===== src/rtl/led_chaser_pkg.sv =====
// Shared types and constants for the LED chaser: pattern mode encoding and bounce direction.
package led_chaser_pkg;

    typedef enum logic [1:0] {
        BOUNCE = 2'd0,
        ROT_L  = 2'd1,
        ROT_R  = 2'd2,
        FILL   = 2'd3
    } chase_mode_t;

    localparam logic DIR_UP   = 1'b0;
    localparam logic DIR_DOWN = 1'b1;

endpackage


===== src/rtl/led_chaser_gen_prescaler.sv =====
// Tick prescaler: emits step on every (speed+1)-th enabled tick; speed is read live.
module tick_prescaler #(
    parameter int SPD_W = 4
) (
    input  logic             clk,
    input  logic             reset,
    input  logic             clr,
    input  logic             en,
    input  logic [SPD_W-1:0] speed,
    output logic             step
);

    logic [SPD_W-1:0] pre_cnt;

    // >= so that lowering speed below the running count fires on the next tick.
    always_comb step = en && (pre_cnt >= speed);

    always_ff @(posedge clk) begin
        if (!reset) begin
            pre_cnt <= '0;
        end else if (clr) begin
            pre_cnt <= '0;
        end else if (en) begin
            if (step) pre_cnt <= '0;
            else      pre_cnt <= pre_cnt + SPD_W'(1);
        end
    end

endmodule


===== src/rtl/led_chaser_gen.sv =====
// Parametrised LED chaser with bounce/rotate/fill patterns, tick prescaler and end-of-sweep pulse.
// Optional two-LED comet trail when LED_CHASER_TRAIL_EN is defined.
module led_chaser_gen
    import led_chaser_pkg::*;
#(
    parameter int N_LEDS = 16,
    parameter int SPD_W  = 4,
    parameter int POS_W  = $clog2(N_LEDS + 1)
) (
    input  logic              clk,
    input  logic              reset,
    input  logic              stop,
    input  logic              m_tick,
    input  logic [1:0]        mode,
    input  logic [SPD_W-1:0]  speed,
    output logic [N_LEDS-1:0] led,
    output logic [POS_W-1:0]  pos,
    output logic              end_pulse
);

    localparam logic [POS_W-1:0]  LAST    = POS_W'(N_LEDS - 1);
    localparam logic [POS_W-1:0]  FULL    = POS_W'(N_LEDS);
    localparam logic [N_LEDS-1:0] ONE_LED = N_LEDS'(1);

    chase_mode_t      mode_reg;
    logic             dir, dir_n;
    logic [POS_W-1:0] pos_n;
    logic             pulse_n;
    logic             mode_chg;
    logic             step;
    logic             do_step;

    assign mode_chg = (chase_mode_t'(mode) != mode_reg);
    assign do_step  = step && !mode_chg;

    tick_prescaler #(.SPD_W(SPD_W)) u_prescaler (
        .clk   (clk),
        .reset (reset),
        .clr   (mode_chg),
        .en    (m_tick && !stop),
        .speed (speed),
        .step  (step)
    );

`ifdef LED_CHASER_TRAIL_EN
    logic [POS_W-1:0] prev_pos, prev_n;

    always_comb begin
        prev_n = prev_pos;
        if (mode_chg)     prev_n = '0;
        else if (do_step) prev_n = pos;
    end

    always_ff @(posedge clk) begin
        if (!reset) prev_pos <= '0;
        else        prev_pos <= prev_n;
    end
`endif

    always_comb begin
        pos_n   = pos;
        dir_n   = dir;
        pulse_n = 1'b0;
        if (mode_chg) begin
            pos_n = '0;
            dir_n = DIR_UP;
        end else if (do_step) begin
            case (mode_reg)
                BOUNCE: begin
                    // Flip on landing so each end LED dwells for exactly one step.
                    if (dir == DIR_UP) begin
                        pos_n = pos + POS_W'(1);
                        if (pos_n == LAST) begin
                            dir_n   = DIR_DOWN;
                            pulse_n = 1'b1;
                        end
                    end else begin
                        pos_n = pos - POS_W'(1);
                        if (pos_n == '0) begin
                            dir_n   = DIR_UP;
                            pulse_n = 1'b1;
                        end
                    end
                end
                ROT_L: begin
                    if (pos == LAST) begin
                        pos_n   = '0;
                        pulse_n = 1'b1;
                    end else begin
                        pos_n = pos + POS_W'(1);
                    end
                end
                ROT_R: begin
                    if (pos == '0) begin
                        pos_n   = LAST;
                        pulse_n = 1'b1;
                    end else begin
                        pos_n = pos - POS_W'(1);
                    end
                end
                default: begin
                    if (pos == FULL) begin
                        pos_n   = '0;
                        pulse_n = 1'b1;
                    end else begin
                        pos_n = pos + POS_W'(1);
                    end
                end
            endcase
        end
    end

    always_ff @(posedge clk) begin
        if (!reset) begin
            pos       <= '0;
            dir       <= DIR_UP;
            end_pulse <= 1'b0;
            mode_reg  <= BOUNCE;
        end else begin
            pos       <= pos_n;
            dir       <= dir_n;
            end_pulse <= pulse_n;
            mode_reg  <= chase_mode_t'(mode);
        end
    end

    // Shifting past the top yields zero, so level N_LEDS lights every LED.
    always_comb begin
        if (mode_reg == FILL) begin
            led = ~({N_LEDS{1'b1}} << pos);
        end else begin
`ifdef LED_CHASER_TRAIL_EN
            led = (ONE_LED << pos) | (ONE_LED << prev_pos);
`else
            led = ONE_LED << pos;
`endif
        end
    end

endmodule


===== config.mk =====
export PLATFORM = sky130hd
export DESIGN_NAME = led_chaser_gen
export DESIGN_NICKNAME = d
export VERILOG_FILES = /design/src/rtl/led_chaser_pkg.sv /design/src/rtl/led_chaser_gen_prescaler.sv /design/src/rtl/led_chaser_gen.sv
export SDC_FILE = /design/constraint.sdc
export NUM_CORES = 1
export LEC_CHECK = 0
export ABC_AREA = 1
export CELL_PAD_IN_SITES_DETAIL_PLACEMENT = 0
export CELL_PAD_IN_SITES_GLOBAL_PLACEMENT = 1
export CORE_ASPECT_RATIO = 2
export CORE_MARGIN = 2
export CORE_UTILIZATION = 38
export CTS_BUF_LIST = sky130_fd_sc_hd__clkbuf_16
export CTS_CLUSTER_DIAMETER = 150
export DETAILED_ROUTE_END_ITERATION = 6
export PLACE_DENSITY = 0.83
export SETUP_SLACK_MARGIN = 0.15
export SLEW_MARGIN = 20
export SYNTH_ARGS = -nofsm -noshare
export SYNTH_HDL_FRONTEND = slang
export SYNTH_HIERARCHICAL = 1
export SYNTH_SLANG_ARGS = --single-unit

===== constraint.sdc =====
create_clock -name clk -period 2.8 [get_ports clk]
set_input_delay 0.28 -clock clk [delete_from_list [all_inputs] [get_ports clk]]
set_output_delay 0.28 -clock clk [all_outputs]
set_load 0.05 [all_outputs]

======== Yosys cells after proc, flatten, opt, wreduce, memory -nomap -nowiden ========
Index checks and enable logic that the tools add are counted.
storage, ports and cells
  flip-flop bits (word level) ............. 13
  latch bits .............................. 0
  bits in writable memories ............... 0
  ROM bits ................................ 0
  input bits .............................. 10
  word-level logic and storage cells ...... 48
  memories kept ........................... 0
cells by class
  add/subtract/negate cells ............... 3
  $mul .................................... 0
  div/mod/pow operators ................... 0
  $lt $le $gt $ge ......................... 1
  equal/unequal tests ..................... 7
  shifts and indexed selects .............. 2
  muxes and demuxes ....................... 16
  bitwise gates (word level) .............. 3
  reduce and logical (&&, ||, !) cells .... 11
operators by type and width
  operator               count
  $mux 5                 4
  $mux 16                1
  $not 16->16            1
  $shl 1x5->16 const A   1
  $shl 16x5->16 const A  1
  $pmux 5 s3             1
  $eq 5x4->1 const B     2
  $logic_not 5->1        2
  $mux 1                 8
  $add 5x1->5 const B    1
  $eq 5x5->1 const B     1
  $sub 5x1->5 const B    1
  $add 4x1->4 const B    1
  $eq 2x2->1 const B     2
  $ge 4x4->1             1
  $mux 4                 1
  $logic_and 1x1->1      3
  $pmux 1 s3             1
  $reduce_or 3->1        1
  $eq 2x1->1 const B     1
  $logic_not 1->1        2
  $logic_not 2->1        1
  $ne 2x2->1             1
  $not 1->1              2
  2 further kinds        2

======== Depth between registers and ports, before layout ========
Gate-level depths: netlist of the first run.
  depth in word-level cells ............... 6
  gate-level depth with buffers ........... 14
  gate-level depth less buffers ........... 13

======== By module ========
The synthesis of the first run kept the hierarchy.
modules (own cells, without submodules)
  module          instances  cells each  area each (µm²)  seq. area each (µm²)
  led_chaser_gen  1          189         1167.4           180.2
  tick_prescaler  1          47          316.6            80.1

======== Worst setup path after synthesis of the first run ========
OpenSTA, ideal clock, no wires.
  kind .................................... register -> output
  start ................................... register pos[0]
  end ..................................... output led[12]
  arrival time ............................ 2616 ps
  required time ........................... 2520 ps
  slack ................................... -96 ps
  cell stages (with the launch flop) ...... 6
  buffers on the path ..................... 0
  path through ............................ dfxtp_1 -> inv_1 -> ha_1 -> nor2_1 -> nor2_1 -> a211oi_1
between the ends
  word-level cells in the longest chain between the ends .. 3
RTL lines
  what                      RTL line               text
  start: declaration        led_chaser_gen.sv:17   output logic [POS_W-1:0] pos,
  start signal: assignment  led_chaser_gen.sv:120  pos <= pos_n;
  $shl 16x5->16             led_chaser_gen.sv:130  led = ~({N_LEDS{1'b1}} << pos);
  $not 16->16               led_chaser_gen.sv:130
  $mux 16 (*)               led_chaser_gen.sv:129  if (mode_reg == FILL) begin
  end: declaration          led_chaser_gen.sv:16   output logic [N_LEDS-1:0] led,
Mark *: on every way between the ends. The rest lies on a longest branch, timed or not.

======== Final worst setup path of the first run ========
  start ................................... register pos[1]
  end ..................................... output led[5]
The elaborated chain is that of the path after synthesis.

==> flow_results.org, run 1 <==
** Critical path
- Critical Path End Type :: primary output
- The worst register-to-register path has a setup slack of 860 ps.
- CP max stage cell :: clkdlybuf4s50_1
- Combined buffer and inverter count along the critical path :: 3
- FF-to-FF path depth :: 10
- The worst register-to-register path begins at pos[2].
- The worst setup path is of the flop to primary output kind.
- Top delay family on crit path :: buffers and inverters
- Setup crit start kind :: flop
- Cell count along the critical path :: 7
- At the worst endpoint, the required time is 2520 ps.
- Arrival @ worst endpoint :: 2240 ps
- In this design, the stage delay of the slowest critical-path cell is 810 ps.
- In this run the critical register-to-register path is captured at end_pulse.
- The critical path starts at pos[1].
- Traced cell by cell, the critical path runs through inv_1 -> ha_1 -> nand2_1 -> inv_1 -> a21oi_1 -> a21oi_1 -> clkdlybuf4s50_1.
- Critical Path Fanout Max :: 8

** Routing
- Initial DRC Count :: 32
- In the routed layout, each cell is associated on average with a via count of 5.031.
- Number of nets with antenna violations after detailed routing :: 0
- In the final routed layout, each cell accounts on average for 12.88 um.
- Pre-Repair DR Iteration Count :: 5
- Summed over all layers, the routed wires come to 4108 um.
- DR vias :: 1605
- For this run, design rule violations remaining after detail routing come to 0.

** Die
- The die is 92.38 um tall.
- The die is 48.19 um wide.
- The die covers 4451 um2.
- In this run the standard cell core region covers 3804 um2.
- The initialized floorplan defines 32 standard-cell rows.
- Total I/O pin count :: 32
- Once the floorplan was initialized, standard cells occupied 39.01% of the core.

** Final layout
- Summing all multi-input logic gate instances after layout gives 1045 um2.
- Antenna diode instance count :: 0
- Area growth from synthesis to final layout :: 29.59%
- In the final design database the tool counted 294 nets.
- In the final layout, flip-flops and latches occupy 260.3 um2.
- The filler cells instantiated in the layout total 425.
- Share of layout cells above drive strength 1 :: 17.16%
- Flip-flop count of the largest register after layout :: 5

** CTS
- The number of hold buffers added after CTS was 0.
- The later pin in the worst-skew pair is clocked with a latency of 250 ps.
- Buffers inserted during post-CTS setup optimization :: 0
- Clock tree from TritonCTS :: built
- Worst-path clk slew :: 40 ps
- TritonCTS Buffers :: 3
- Clock sink count :: 13
- Root buffer cell :: clkbuf_16
- H-Tree Depth :: 1
- No sink is reached through more buffers than the 2 on the longest clock path.

** Pwr
- Combinational power share :: 18.0%
- After layout, the design draws a total of 0.0005632 W.
- Per report_power, the sequential group accounts for 34.1% of the total.
- Largest voltage drop on the vdd net :: 0.0003896 V
- Summed over all nets, the switching power comes to 0.0001471 W.
- Dividing total power by cell area gives a power density of 292.9 nW/um2.
- Of the total power, the share spent switching nets is 26.12%.
- Internal Dissipation :: 0.0004161 W
- Clk network pwr share :: 48.0%
- Lkg Pwr :: 1.012 nW

** Hold path
- Hold path startpoint :: u_prescaler/pre_cnt[0]
- Min-Delay Path Class :: flop to flop
- For hold timing, the worst endpoint is u_prescaler/pre_cnt[0].
- Hold Path Depth :: 2

** Logic synthesis
- Mapped cell area :: 1484 um2
- After synthesis, the mean cell area works out to 6.288 um2.
- Warnings from Yosys :: 6
- Fraction of the yosys area taken by sequential cells :: 17.54%
- Flop and latch count out of synthesis :: 13
- After technology mapping, the gate count stands at 236.
- In this run, distinct cell masters in the synthesized netlist total 35.
- Nets in the synthesized netlist :: 261

** Timing
- Post-layout minimum cycle time :: 2524 ps
- Setup violations remaining at the end of the flow were counted as 0.
- Final clock skew :: 2.288 ps
- Based on the critical path, the design can be clocked at up to 396.2 MHz.
- Setup total negative slack on the finished layout was measured at 0 ps.
- Hold violation count in the final report :: 0
- Slew headroom :: 62.71%
- Number of max-slew violations in the final report :: 0
- Setup repair after global routing left no endpoint under its margin.
- At the pin with the least slew margin, the transition time is 558.6 ps.
- Final worst path period share :: 90.15%

** GRT
- Global-route wire length before repair :: 6617 um
- Entering global routing, the biggest net connects 17 pins.
- Via count of the first global-routing pass :: 1463
- For this run the aggregate overflow at the end of global routing stands at 0.
- Initial antenna violation count :: 0
- Global routing consumed, over all layers together, 20.49% of the routing resources.

** Placed design
- Once detailed placement completed, the half-perimeter wirelength came to 3390 um.
- In this run the tool buffered the top-level ports with 31 buffer cells.
- Final Wtd Congestion :: 0.8890

** Run status
- Result of the run :: completed

** Run
- Across the run, the number of max-cap violations was 0.
[cells in the mapped netlist, drive strengths merged]
cell	count	area share [%]
inv	37	9.4
o22ai	2	0.84
nor3	1	0.34
o21ai	15	5.3
dfxtp	13	18
ha	15	13
a221oi	1	1.0
nand2	56	15
nand3	14	4.7
or2	1	0.42
o21bai	2	1.3
xnor2	2	1.7
a31oi	5	2.1
clkbuf	1	0.34
a211oi	3	1.9
o211ai	1	0.51
nand4	4	2.1
nor2	31	9.7
xor2	2	1.7
a21oi	23	8.0
buf	7	3.4
[power groups by stage]
stage	Sequential [W]	Combinational (W)	Clock, W
floorplan	0.000196	0.0000681	0
CTS	0.000192	0.000102	0.000275
global route	0.000192	0.000113	0.000279
finish	0.000192	0.000101	0.000270
global placement	0.000195	0.000102	0
detailed placement	0.000195	0.000102	0
[metal layers]
| metal | track usage (%) | wire length, um |
|---|---|---|
| met4 | 8.784 | 153 |
| met2 | 38.49 | 2387 |
| met1 | 18.73 | 1413 |
| met5 | 0 | 0 |
| met3 | 4.094 | 153 |
[tightest hold or removal path, stage by stage, from the launching register on]
cell,delay (ps)
dfxtp_1,330
inv_1,90
a21oi_1,70
[kinds of logic after synthesis]
logic type / share of synthesized area (%)
fa+ha+maj: 12.65
buf+inv: 13.07
simple gates: 32.46
compound gates: 20.91
xor+xnor: 3.373
flops: 17.54
[placed cells by master (no fill, tap or decap), types with 2 or more instances in the layout]
master	count
a211oi_2	3
a21oi_1	22
a31oi_1	5
buf_4	13
clkbuf_16	3
clkdlybuf4s50_1	18
dfxtp_1	13
dlymetal6s2s_1	4
ha_1	15
inv_1	31
inv_2	7
nand2_1	50
nand2_2	6
nand3_1	14
nand4_1	3
nor2_1	24
nor2_2	4
nor2_4	3
o21ai_0	9
o21ai_1	5
o22ai_1	2
[per-stage QoR]
stage	area, um2	setup slack, ps	std cells	util [%]	hold slack [ps]
after global routing	1923	166.5	319	50.56	571.2
after floorplan	1494	205.0	236	-	373.5
final	1923	275.7	319	50.56	535.3
after global placement	1831	411.3	315	48.13	527.6
after CTS	1913	239.8	319	50.30	536.5
after detailed placement	1831	346.2	315	48.13	529.1
[final cells by class]
cell class	count	area share [%]
Inverter	37	7.222
Multi-Input combinational cell	178	54.33
Clock buffer	3	3.904
Tap cell	51	3.318
Clock inverter	1	0.1952
Timing Repair Buffer	36	17.50
Sequential cell	13	13.53
[worst max-delay path by stage]
stage | end | slack [ps]
after floorplan | led[7] | 200
after global placement | led[7] | 410
after detailed placement | led[7] | 350
after CTS | led[9] | 240
after global routing | led[5] | 170
final | led[5] | 280
[repair_timing]
action                                  4_1_cts  5_1_grt
gates resized for setup                       2        4
endpoints found under the setup margin        2        4
pin swaps                                     0        0
No activity file was read; power rests on OpenSTA's default activity.
==> run 2, diff against run 1 <==
==> constraint.sdc (replaced) <==
create_clock -name clk -period 2.8 [get_ports clk]
set_input_delay 0.42 -clock clk [delete_from_list [all_inputs] [get_ports clk]]
set_output_delay 0.42 -clock clk [all_outputs]
set_load 0.05 [all_outputs]
==> run 2 against run 1 <==
Against the previous run:
- combinational power is essentially flat
- clock-buffer cell count unchanged
- clock skew increased by 0.89 ps
- highest routed layer unchanged
==> flow_results.org, run 2 (synthesis gave the netlist of run 1 again) <==
** Die
- The horizontal die dimension was 48.19 um (unchanged).
- Floorplan die height :: 92.38 um (unchanged)
- The number of rows in the core area is 32 (unchanged).
- Total Die Area :: 4451 um2 (unchanged)
- Starting Density :: 39.01% (unchanged)
- The I/O pin total is 32 (unchanged).
- The core area is 3804 um2 (unchanged).

** GRT
- GRT overflow :: 0 (unchanged)
- The via count of the first global-routing pass was 1694 (was 1463).
- Total Routing Usage GR :: 22.95% (was 20.49%)
- The number of antenna violations at the first check in global routing came to 0 (unchanged).
- The largest net degree at the start of global routing came to 17 (unchanged).
- The wire length of the first global-routing pass was 7293 um (was 6617 um).

** CTS
- Worst-path clk slew :: 50 ps (was 40 ps)
- Hold buffers post-CTS :: 0 (unchanged)
- TritonCTS Buffers :: 3 (unchanged)
- Clock tree from TritonCTS :: built (unchanged)
- The clock tree root driver cell was clkbuf_16 (unchanged).
- The number of sinks handled by clock tree synthesis was 13 (unchanged).
- Buffers inserted during post-CTS setup optimization :: 0 (unchanged)
- The clock tree buffer depth is 2 (unchanged).
- The H-tree depth was 1 (unchanged).
- Worst-skew pair later-pin latency :: 240 ps (was 250 ps)

** Placed design
- PortBufs :: 31 (unchanged)
- The sum of net half-perimeters after detailed placement was 3804 um (was 3390 um).
- The weighted congestion at the end of routability-driven global placement is 0.8750 (was 0.8890).
- Placed instance area :: 1852 um2 (was 1831 um2)

** Run status
- Result of the run: completed (unchanged).

** Hold path
- The worst min-delay path category is flop to flop (unchanged).

** Pwr
- Power per standard cell area :: 292.2 nW/um2 (was 292.9 nW/um2)
- Largest voltage drop on the vdd net :: 0.0003186 V (was 0.0003896 V)
- The leakage power figure was 1.038 nW (was 1.012 nW).

** Routing
- The number of DRC markers in iteration 0 was 26 (was 32).
- Routed wire length :: 4642 um (was 4108 um)
- The detailed-route vias per instance came to 5.168 (was 5.031).
- Pre-Repair DR Iteration Count :: 4 (was 5)
- DR vias :: 1664 (was 1605)
- The routed length per placed instance is 14.42 um (was 12.88 um).
- DRC errors left :: 0 (unchanged)
- Number of nets with antenna violations after detailed routing :: 0 (unchanged)

** Timing
- The headroom to the max-slew limit is 65.83% (was 62.71%).
- The timing-limited maximum frequency is 414.5 MHz (was 396.2 MHz).
- The number of endpoints with negative hold slack in the final report is 0 (unchanged).
- The aggregate negative setup slack is 0 ps (unchanged).
- The measured slew at the worst slew-check pin came to 511.7 ps (was 558.6 ps).
- Setup repair after global routing missed its margin :: no (unchanged)
- Final clock skew :: 3.174 ps (was 2.288 ps)
- The final worst-path cycle share came to 86.15% (was 90.15%).
- The worst hold slack after final layout was 541.6 ps (was 535.3 ps).
- The minimum clock period after layout is 2412 ps (was 2524 ps).
- The final count of negative-setup-slack endpoints was 0 (unchanged).
- The max-slew violation count was 0 (unchanged).

** Critical path
- Critical Path End Type :: primary output (unchanged)
- Setup slack of the most critical reg-to-reg path :: 800 ps (was 860 ps)
- The element type at the critical path start is a flop (unchanged).
- CP max stage cell :: dlygate4sd2_1 (was clkdlybuf4s50_1)
- The data arrival at the endpoint of the critical path is 1990 ps (was 2240 ps).
- Critical Path, Cell by Cell: nand2_2 -> inv_2 -> nand2_1 -> o22ai_1 -> dlygate4sd2_1 (was inv_1 -> ha_1 -> nand2_1 -> inv_1 -> a21oi_1 -> a21oi_1 -> clkdlybuf4s50_1).
- The critical path start-end classification is flop to primary output (unchanged).
- The delay of the slowest cell on the worst path came to 540 ps (was 810 ps).
- The top fanout value on the critical path came to 16 (was 8).
- Critical Path RT :: 2380 ps (was 2520 ps)

** Final layout
- Most frequent cells in the layout :: nand2_1, inv_1, nor2_1, a21oi_1, buf_4 (was nand2_1, inv_1, nor2_1, a21oi_1, clkdlybuf4s50_1)
- The fraction of final layout cells sized beyond drive strength 1 is 19.19% (was 17.16%).
- Final cell utilization of the core :: 50.95% (was 50.56%)
- NumNets Final :: 297 (was 294)
- The most common cell after layout, fill and taps aside was nand2_1 (unchanged).
- Antenna diode instance count :: 0 (unchanged)
- The post-route cell area was 1938 um2 (was 1923 um2).
- The area growth from synthesis to layout came to 30.61% (was 29.59%).
- The flip-flop count of the largest register, all copies and words added came to 5 (unchanged).

** Run
- The reported max-cap violation count is 0 (unchanged).
==> run 2: per-stage QoR <==
stage                     total power [W]  setup slack, ps  instances
after global placement          0.0002992            386.3        318
after CTS                       0.0005731            172.8        322
after detailed placement        0.0002988            383.7        318
after floorplan                 0.0002641            190.7        236
final                           0.0005664            387.7        322
after global routing            0.0005917            266.7        322
==> run 2: path summary, 6_finish.rpt <==
check | startpoint | to | cells past startpoint
setup reg to reg | pos[0] | dir | 10
hold / removal | u_prescaler/pre_cnt[0] | u_prescaler/pre_cnt[0] | 2
hold reg to reg | u_prescaler/pre_cnt[0] | u_prescaler/pre_cnt[0] | 2
setup / recovery | mode_reg[1] | led[11] | 5
==> run 2: critical path, delay by kind of cell (launching register included) <==
kind | cells | cell delay [ps]
buf+inv | 2 | 750
flops | 1 | 490
compound gates | 1 | 120
simple gates | 2 | 380
==> run 2: final cells by class <==
type	instances	area (um2)
clock inverter	1	3.754
inverter	37	138.9
multi-input combinational	178	1044
sequential	13	260.3
timing repair buffer	39	352.8
fill	427	1866
clock buffer	3	75.07
tap	51	63.81
==> run 2: power by group <==
| part | internal, W | switching (W) |
|---|---|---|
| sequential | 0.000188 | 0.00000484 |
| clock | 0.000189 | 0.0000826 |
| combinational | 0.0000388 | 0.0000633 |
| total | 0.000416 | 0.000151 |
==> run 2: metal layers <==
metal	track usage [%]	vias up	part of all wire, %
met4	14.41	0	5.8
met1	17.25	774	32
li1	-	837	-
met2	45.61	37	59
met3	2.144	16	2.4
met5	0	-	0
==> run 2: what timing repair did <==
action / 4_1_cts / 5_1_grt
gates resized for setup: 2 / 4
setup endpoints to repair: 2 / 4
gates cloned: 0 / 0
pin swaps: 0 / 0
